### src/rtl/regfile_pkg.sv
// Shared constants for the 2-write/2-read register file and its read ports.
// Latency: n/a (constants only).  Backpressure: n/a.
package regfile_pkg;
  localparam int RF_DATA_W   = 8;
  localparam int RF_NUM_REGS = 4;
  // Same-address collision between the two write ports resolves to port 1 (late/load writeback).
  localparam bit RF_PORT1_WINS = 1'b1;
endpackage

### src/rtl/rf_read_port.sv
// One combinational read port: address mux, same-cycle write bypass, zero-register masking, busy.
// Latency: 0 cycles (purely combinational).  Backpressure: none; caller stalls on rbusy.
module rf_read_port
  import regfile_pkg::*;
#(
  parameter int DATA_W   = RF_DATA_W,
  parameter int NUM_REGS = RF_NUM_REGS,
  parameter int ADDR_W   = $clog2(NUM_REGS),
  parameter bit BYPASS   = 1'b1,
  parameter bit ZERO_REG = 1'b0
) (
  input  logic [DATA_W-1:0]   regs [NUM_REGS],
  input  logic [NUM_REGS-1:0] busy,
  input  logic                we0,
  input  logic [ADDR_W-1:0]   waddr0,
  input  logic [DATA_W-1:0]   wdata0,
  input  logic                we1,
  input  logic [ADDR_W-1:0]   waddr1,
  input  logic [DATA_W-1:0]   wdata1,
  input  logic                claim_en,
  input  logic [ADDR_W-1:0]   claim_addr,
  input  logic [ADDR_W-1:0]   raddr,
  output logic [DATA_W-1:0]   rdata,
  output logic                rbusy
);

  logic hit0;
  logic hit1;
  logic hit_claim;

  // Write enables arrive already qualified by reset and zero-register dropping.
  always_comb begin
    hit0      = BYPASS && we0 && (waddr0 == raddr);
    hit1      = BYPASS && we1 && (waddr1 == raddr);
    hit_claim = claim_en && (claim_addr == raddr);
    rdata     = regs[raddr];
    rbusy     = busy[raddr];
    if (RF_PORT1_WINS) begin
      if (hit1)      rdata = wdata1;
      else if (hit0) rdata = wdata0;
    end else begin
      if (hit0)      rdata = wdata0;
      else if (hit1) rdata = wdata1;
    end
    // A same-cycle claim keeps the register busy, so the clear is not forwarded then.
    if (hit1 && !hit_claim) rbusy = 1'b0;
    if (ZERO_REG && (raddr == '0)) begin
      rdata = '0;
      rbusy = 1'b0;
    end
  end

endmodule

### src/rtl/regfile_2w2r_sb.sv
// Register file with two write ports, two bypassing read ports and a per-register busy scoreboard.
// Latency: writes/claims commit at the edge; reads are combinational.  Backpressure: none.
module regfile_2w2r_sb
  import regfile_pkg::*;
#(
  parameter int  DATA_W   = RF_DATA_W,
  parameter int  NUM_REGS = RF_NUM_REGS,
  parameter bit  BYPASS   = 1'b1,
  parameter bit  ZERO_REG = 1'b0,
  localparam int ADDR_W   = $clog2(NUM_REGS)
) (
  input  logic                clk,
  input  logic                reset,
  input  logic                we0,
  input  logic [ADDR_W-1:0]   waddr0,
  input  logic [DATA_W-1:0]   wdata0,
  input  logic                we1,
  input  logic [ADDR_W-1:0]   waddr1,
  input  logic [DATA_W-1:0]   wdata1,
  input  logic                claim_en,
  input  logic [ADDR_W-1:0]   claim_addr,
  input  logic [ADDR_W-1:0]   raddr_a,
  input  logic [ADDR_W-1:0]   raddr_b,
  output logic [DATA_W-1:0]   rdata_a,
  output logic [DATA_W-1:0]   rdata_b,
  output logic                rbusy_a,
  output logic                rbusy_b,
  output logic [NUM_REGS-1:0] busy_vec
);

  logic [DATA_W-1:0]   regs [NUM_REGS];
  logic [NUM_REGS-1:0] busy;
  logic                we0_ok;
  logic                we1_ok;
  logic                claim_ok;

  // Reset blocks commits and bypass alike; register 0 is write/claim-proof when hardwired.
  always_comb begin
    we0_ok   = !reset && we0      && !(ZERO_REG && (waddr0 == '0));
    we1_ok   = !reset && we1      && !(ZERO_REG && (waddr1 == '0));
    claim_ok = !reset && claim_en && !(ZERO_REG && (claim_addr == '0));
  end

  always_ff @(posedge clk) begin
    if (reset) begin
      for (int i = 0; i < NUM_REGS; i++) regs[i] <= '0;
      busy <= '0;
    end else begin
      if (RF_PORT1_WINS) begin
        if (we0_ok) regs[waddr0] <= wdata0;
        if (we1_ok) regs[waddr1] <= wdata1;
      end else begin
        if (we1_ok) regs[waddr1] <= wdata1;
        if (we0_ok) regs[waddr0] <= wdata0;
      end
      // Claim is applied last so a same-address claim beats the port-1 clear.
      if (we1_ok)   busy[waddr1]     <= 1'b0;
      if (claim_ok) busy[claim_addr] <= 1'b1;
    end
  end

  always_comb begin
    busy_vec = busy;
    if (ZERO_REG) busy_vec[0] = 1'b0;
  end

  rf_read_port #(
    .DATA_W(DATA_W), .NUM_REGS(NUM_REGS), .ADDR_W(ADDR_W), .BYPASS(BYPASS), .ZERO_REG(ZERO_REG)
  ) u_rd_a (
    .regs(regs), .busy(busy),
    .we0(we0_ok), .waddr0(waddr0), .wdata0(wdata0),
    .we1(we1_ok), .waddr1(waddr1), .wdata1(wdata1),
    .claim_en(claim_ok), .claim_addr(claim_addr),
    .raddr(raddr_a), .rdata(rdata_a), .rbusy(rbusy_a)
  );

  rf_read_port #(
    .DATA_W(DATA_W), .NUM_REGS(NUM_REGS), .ADDR_W(ADDR_W), .BYPASS(BYPASS), .ZERO_REG(ZERO_REG)
  ) u_rd_b (
    .regs(regs), .busy(busy),
    .we0(we0_ok), .waddr0(waddr0), .wdata0(wdata0),
    .we1(we1_ok), .waddr1(waddr1), .wdata1(wdata1),
    .claim_en(claim_ok), .claim_addr(claim_addr),
    .raddr(raddr_b), .rdata(rdata_b), .rbusy(rbusy_b)
  );

endmodule
### config.mk
export PLATFORM = sky130hd
export DESIGN_NAME = regfile_2w2r_sb
export DESIGN_NICKNAME = d
export VERILOG_FILES = /design/src/rtl/regfile_pkg.sv /design/src/rtl/rf_read_port.sv /design/src/rtl/regfile_2w2r_sb.sv
export SDC_FILE = /design/constraint.sdc
export NUM_CORES = 1
export LEC_CHECK = 0
export ABC_AREA = 1
export CAP_MARGIN = 20
export CORE_AREA = 2 2 92 94
export DETAILED_ROUTE_END_ITERATION = 7
export DIE_AREA = 0 0 94 96
export PLACE_DENSITY = 0.69
export SLEW_MARGIN = 20
export SYNTH_ARGS = -nofsm -noshare
export SYNTH_HDL_FRONTEND = slang
export SYNTH_SLANG_ARGS = --single-unit
### constraint.sdc
create_clock -name clk -period 4.8 [get_ports clk]
set_input_delay 1.2 -clock clk [delete_from_list [all_inputs] [get_ports clk]]
set_output_delay 1.2 -clock clk [all_outputs]
set_load 0.01 [all_outputs]
======== Word level (Yosys, flattened, before mapping) ========
Cells that the tools add are included.
storage, ports and cells
  bits in registers ....................... 36
  input bits .............................. 31
  logic and storage cells ................. 80
operators by class
  $lt $le $gt $ge ......................... 12
  equality and inequality tests ........... 6
  multiplexer cells ....................... 32
  bitwise gates (word level) .............. 7
  reductions and logical operators ........ 18
operator list
  cell                                                 count
  2-to-1 mux 32 bit                                    3
  2-to-1 mux 8 bit                                     10
  bitwise mux 32 bit                                   2
  binary-select mux 8 bit (select 2 bit)               2
  demux 8 bit (select 2 bit)                           2
  logical AND 1 bit                                    15
  == test 2 bit                                        6
  >= comparator 3 bit, second input constant           4
  < comparator 2 x 3 -> 1 bit, second input constant   4
  2-to-1 mux 4 bit                                     3
  inverter 2 -> 3 bit                                  4
  < comparator 3 x 1 -> 1 bit, second input constant   2
  2-to-1 mux 1 bit                                     6
  AND 4 bit                                            1
  binary-select mux 1 bit (select 2 bit)               2
  demux 1 bit (select 2 bit)                           2
  >= comparator 2 x 1 -> 1 bit, second input constant  2
  inverter 4 bit                                       1
  bitwise OR 4 bit                                     1
  zero test 1 bit                                      3

======== Depth between registers and ports, before layout ========
  word-level depth ........................ 10
  mapped depth ............................ 9

======== Cells and area by module ========
Synthesis repeated with hierarchy kept, for this count alone.
second synthesis, totals
  cells, all modules ...................... 640
  area total of the unflattened synthesis .. 3594.7 µm²
modules (own cells, without submodules)
  module           times used  cells an instance  area an instance (µm²)
  regfile_2w2r_sb  1           348                2138.3
  rf_read_port     2           146                728.2

======== Worst setup path before layout ========
No wires, ideal clock.
  path type ............................... in2out
  start ................................... input raddr_a[0]
  end ..................................... output rbusy_a
  arrival ................................. 2.078 ns
  data required time ...................... 3.600 ns
  setup slack ............................. 1.522 ns
  stages on the path ...................... 6
  cells stage by stage .................... inv_1 > buf_2 > nand2_1 > nand3b_4 > clkinv_1 > a21oi_1
on the way
  longest elaborated chain between the ends .. 5
  elaborated cells between the ends (all ways) .. 9
  those cells by class .................... eq/ne (2); mux (3); reduce/logical (4)
RTL lines
  item                  line                   RTL
  from (decl)           regfile_2w2r_sb.sv:22  input logic [ADDR_W-1:0] raddr_a,
  == test 2 bit         rf_read_port.sv:35     hit_claim = claim_en && (claim_addr == raddr);
  logical AND 1 bit     rf_read_port.sv:35
  zero test 1 bit       rf_read_port.sv:46     if (hit1 && !hit_claim) rbusy = 1'b0;
  logical AND 1 bit     rf_read_port.sv:46
  2-to-1 mux 1 bit (*)  rf_read_port.sv:46
  to (decl)             regfile_2w2r_sb.sv:26  output logic rbusy_a,
Mark *: on every way between the ends. The rest lies on a longest branch, timed or not. The select of a mux whose other input is x is not followed.

======== Worst setup path in the final report ========
  start ................................... input waddr1[1]
  end ..................................... output rbusy_a
on the way
  longest elaborated chain between the ends .. 4
RTL lines
  item               line                   RTL
  from (decl)        regfile_2w2r_sb.sv:18  input logic [ADDR_W-1:0] waddr1,
  == test 2 bit      rf_read_port.sv:34     hit1 = BYPASS && we1 && (waddr1 == raddr);
  logical AND 1 bit  rf_read_port.sv:34
  logical AND 1 bit  rf_read_port.sv:46
  2-to-1 mux 1 bit   rf_read_port.sv:46
Every way passes these cells.

==> flow_summary.yaml <==
pwr:
  leakage_nw: 2.07
  p_int_w: 0.000582
  irDropWorstVdd_mv: 0.135
  seqPwrFrac: 0.370
  sw_frac_of_total: 0.344
  p_clk_frac: 0.319
  total_power_w: 0.000886
  p_sw_w: 0.000305
  p_per_area_nw_per_um2: 226
  power_frac_comb: 0.311
logic_synthesis:
  ys_seq_elements: 36
  synth-compound-area-share: 0.0637
  synthDominantCellAreaShare: 0.283
  synth_top_area_cell: "nand2_1"
  syn_area_um2: 3140
  synth_seq_area_share: 0.229
  syn_nets: 604
  ys_warn_count: 0
  synth-simple-area-share: 0.562
  synth-xor-area-share: 0.00557
  muxShareOfSynthArea: 0
  synth_fa_ha_area_frac: 0
  synth_cells: 573
  synthTopCellsByArea: "nand2_1, dfxtp_1, nand3_1"
  avgSynthCellArea_um2: 5.49
  synth_top_family_by_area: "simple AND/OR/NAND/NOR gates"
  synthDistinctLibCells: 26
cells_and_area:
  stdcell_area_um2: 3930
  layout_commonest_cell: "nand2_1"
  fin_cells: 733
  nNetsFinal: 658
  nFillCells: 866
  mostFrequentLayoutCells: "nand2_1, nand3_1, inv_1"
  area_growth_pct: 25.0
  diodes: 0
  drive_gt1_frac: 0.0780
place:
  dpl.hpwl_um: 8650
  gp_congestion: 1.02
  place_ws_ps: 230
  dpl.cell_count: 725
  io_buffers: 52
  dpl_cell_area_um2: 3820
sta:
  fmax_ghz: 0.218
  drv_slew: 0
  period_share: 0.954
  worstMarginPinSlew_ps: 578
  tns_ps: 0
  setup_slack_ps: 220
  rsz0062_at_grt: "false"
  fin_skew_ps: 0
  layout_min_cycle_time_ps: 4580
  hold_viol_final: 0
  max_slew_margin: 0.613
  setup_viol: 0
cts:
  cts.clk_slew.worst_paths_ps: 80
  insertion_delay_ps: 300
  cts_tree: "done"
  cts.sinks: 36
  cts_made_buffers: 5
  postCtsHoldBufs: 0
  cts_max_path_buffers: 2
  ctsResizeCount: 0
  root_buffer: "clkbuf_8"
  htree_levels: 2
  postCtsSetupBuffers: 0
grt:
  grt_pass1_wl_um: 18400
  grt_usage: 0.260
  grt_max_degree: 29
  grt_antenna_before_repair: 0
  gr-total-overflow: 0
  first_global_vias: 3578
worst_setup_path:
  path_max_fanout: 9
  reg2regPathDepth: 4
  cp.arrival_ps: 3380
  worstSetupPathType: "in2out"
  end_kind: "output port"
  critPathLaunchType: "input pin"
  required_ps: 3600
detailed_routing:
  drc_errors: 0
  firstDrtPassIters: 5
  initialDrtViolationCount: 431
  wl_um: 11600
  num_vias: 4008
  drt-wirelength-per-cell_um: 15.8
  viasPerCell: 5.47
  ant_nets: 0
floorplanning:
  die_w_um: 94
  die-area_um2: 9020
  ioPinCount: 53
  num_rows: 33
  coreArea_um2: 8050
  initial_core_util: 0.390
  fp.dieH_um: 96
min_path:
  hold_class: "reg2reg"
  worstHoldPathCells: 2
status:
  status: "complete, no violations"
run:
  drv_cap: 0
## metal layers
| layer | routed length (um) | up-vias | global-route usage |
|---|---|---|---|
| met5 | 0 | - | 0 |
| met4 | 118 | 0 | 0.0628 |
| met3 | 1080 | 13 | 0.0368 |
| met2 | 5210 | 199 | 0.413 |
| met1 | 5200 | 1849 | 0.373 |
| li1 | - | 1947 | - |
## synthesized netlist by cell type
library cell   count
a21oi_1           24
buf_1              2
buf_2             14
buf_4              1
buf_6              1
clkbuf_1           6
clkinv_1           2
dfxtp_1           36
dlygate4sd1_1      1
inv_1             72
inv_2              7
inv_4              1
nand2_1          237
nand2_2            1
nand2_4            2
nand3_1           92
nand3_2            4
nand3b_4           1
nand4_1           40
nor2_1             6
nor2_2             2
nor3_2             1
nor3_4             2
o21ai_0           15
o21ai_1            1
xnor2_1            2
## power groups by stage
stage | logic, W | clock network, W | registers (W)
final | 0.000276 | 0.000283 | 0.000328
after global routing | 0.000302 | 0.000301 | 0.000329
after CTS | 0.000272 | 0.000287 | 0.000327
after detailed placement | 0.000272 | 0 | 0.000334
after global placement | 0.000267 | 0 | 0.000334
after floorplan | 0.000150 | 0 | 0.000329
## final timing paths
check | startpoint | end | slack, ps
max | waddr1[1] | rbusy_a | 220
max reg2reg | regs[3] | regs[3] | 4040
min reg2reg | busy_vec[2] | busy_vec[2] | 500
min | busy_vec[2] | busy_vec[2] | 500
## critical path, cell delays in order
cell             delay, ps
clkdlybuf4s50_1        550
inv_2                  180
nand2_1                 60
nand2_1                 70
nand3b_4               190
clkinv_1               300
a21oi_1                250
clkdlybuf4s50_1        570
## state kept, by name, summed over array words and instances, names as in the netlist
signal / flops
regs: 32
busy_vec: 4
## through the flow
| stage | hold WS, ps | util |
|---|---|---|
| after floorplan | 506 | - |
| after CTS | 503 | 0.488 |
| final | 499 | 0.488 |
| after detailed placement | 487 | 0.474 |
| after global routing | 530 | 0.488 |
| after global placement | 492 | 0.474 |
## cells by family (layout without fill, tap and decap cells)
kind of cell	count (synthesis)	count (layout)
AOI/OAI and AO/OA	40	40
and+or+nand+nor	388	388
buffers and inverters	107	162
DFF	36	36
xor gates and xnor gates	2	2
## final cells by class
cell class / count / area (um2) / share of cell area
clock inverters: 3 / 42.5 / 0.0108
clock buffers: 5 / 68.8 / 0.0175
well taps: 105 / 131 / 0.0334
repair buffers: 72 / 671 / 0.171
multi-input cells: 430 / 1980 / 0.505
inverters: 82 / 310 / 0.0790
flip-flops and latches: 36 / 721 / 0.183
(Power assumes the default switching activity.)
==> RTL change, RTL diff (config.mk and constraints unchanged) <==
`RF_DATA_W`: 8 -> 10.
--- a/src/rtl/regfile_pkg.sv
+++ b/src/rtl/regfile_pkg.sv
@@ -2,5 +2,5 @@
 // Latency: n/a (constants only).  Backpressure: n/a.
 package regfile_pkg;
-  localparam int RF_DATA_W   = 8;
+  localparam int RF_DATA_W   = 10;
   localparam int RF_NUM_REGS = 4;
   // Same-address collision between the two write ports resolves to port 1 (late/load writeback).
Interface: changed (resized rdata_a, rdata_b, wdata0 and wdata1); port bits go from 53 to 61. No check against the original RTL was run, so the function may have changed too.
==> RTL change against the unedited design <==
Non-clock buffer count up 12. Wire length up 27%. Area after synthesis up 24%. Worst hold slack worse by 7.2 ps. Via count up 23%. Final area up 19%. Critical path depth up 1. Sequential power up 23%. Sequential cell count up 8. Combinational power up 24%. Power up 19%. Die area unchanged. Count of clock-buffer cells in the layout up 1. Worst setup slack better by 19 ps. Critical path type unchanged. Largest cell class unchanged. Largest power group unchanged.
==> RTL change: results <==
{
  "cts.clk_slew.worst_paths_ps": 90,
  "clk_latency_ps": 310,
  "netlist_top_cells_count": "nand2_1, nand3_1, inv_1",
  "status": "completed",
  "fin_cells": 859,
  "ys_seq_area_frac": 0.225,
  "top_register": "regs",
  "syn-instance-count": 714,
  "grt_max_degree": 35,
  "grt_pass1_wl_um": 23500,
  "ys_types": 23,
  "largest_reg_flops": 40,
  "grt_pass1_vias": 4635,
  "vias": 4947,
  "antenna_found_initial": 0,
  "cts-root-buf": "clkbuf_8",
  "place.port_buffers": 60,
  "n_antenna_cell": 0,
  "wl_per_cell_um": 17.2,
  "leakagePower_nw": 2.47,
  "ys_top_cells_by_area": "nand2_1, dfxtp_1, nand3_1",
  "postCtsSetupBuffers": 0,
  "drive_gt1_frac": 0.0690,
  "dr.pass1.iters": 6,
  "cts.path.max_buffers": 2,
  "holdPathStages": 2,
  "crit_fanout": 10,
  "min_period_over_period": 0.950,
  "place.gp.congestion": 0.972,
  "synthArstFlopShare": 0,
  "fillers": 851,
  "dp.final_hpwl_um": 10600,
  "setup_violations": 0,
  "hp-class": "reg2reg",
  "synth_ff_type": "dfxtp_1",
  "track_usage": 0.337,
  "vdd_drop_max_v": 0.000139,
  "drtIter0Drc": 473,
  "numCtsBuffers": 5,
  "htree_levels": 2,
  "dp_cells": 851,
  "worst_pin_slew_ps": 562,
  "num-nets-final": 788,
  "syn_nets": 749
}
==> RTL change: changes by cell type after synthesis, sizes merged, moves of 2 or more <==
cell,change
nand4,+20
xnor2,+2
nor3,-2
dfxtp,+8
a21oi,-16
clkbuf,+8
nand3,+19
nor2,+24
nand2,+27
clkinv,-2
inv,+16
o21ai,+17
buf,+20
==> RTL change: power by group <==
group	total (W)	internal [W]	switching [W]
Combinational	0.000341	0.000138	0.000202
Sequential	0.000402	0.000383	0.0000191
Clock	0.000312	0.000170	0.000142
==> RTL change: worst max-delay path, stage by stage <==
cell and delay, ps:
clkdlybuf4s50_1 590, inv_1 310, nand2_1 80, nand2_1 100, nand3_2 230, nand2_1 130, nand3_1 80, nand2_1 100
clkdlybuf4s50_1 540
==> RTL change: logic make-up (layout without fill, tap and decap cells) <==
kind of cell           Yosys count  after routing  share of synthesized area
AND/OR/NAND/NOR                475            475                      0.549
buffers and inverters          148            188                      0.161
flip-flops                      44             44                      0.225
AO/OA/AOI/OAI                   43             43                     0.0560
XOR/XNOR                         4              4                    0.00895
==> RTL change: stage by stage <==
stage,utilization,setup WS (ps),area [sq um]
after floorplan,-,1550,3910
after CTS,0.582,287,4690
after global placement,0.567,294,4560
after global routing,0.582,129,4690
after detailed placement,0.567,288,4560
final,0.582,238,4690
==> RTL change: area by class of cell <==
type | instances | area share
tap | 105 | 0.0280
clock inverter | 2 | 0.00828
timing repair buffer | 84 | 0.167
sequential | 44 | 0.188
multi-input combinational | 522 | 0.513
clock buffer | 6 | 0.0176
inverter | 96 | 0.0785
==> RTL change: path summary, 6_finish.rpt <==
path | end | start | slack, ps
setup / recovery | rdata_a[9] | raddr_a[0] | 240
hold reg to reg | busy_vec[0] | busy_vec[0] | 490
hold / removal | busy_vec[0] | busy_vec[0] | 490
setup reg to reg | regs[33] | regs[33] | 4050
==> RTL change: metal layers <==
layer  GRT usage  wire length, um  vias to the layer above
met5           0                0                        -
met4       0.128              593                        0
met3      0.0501             1460                       63
met2       0.601             7110                      299
met1       0.411             5620                     2213
li1            -                -                     2372
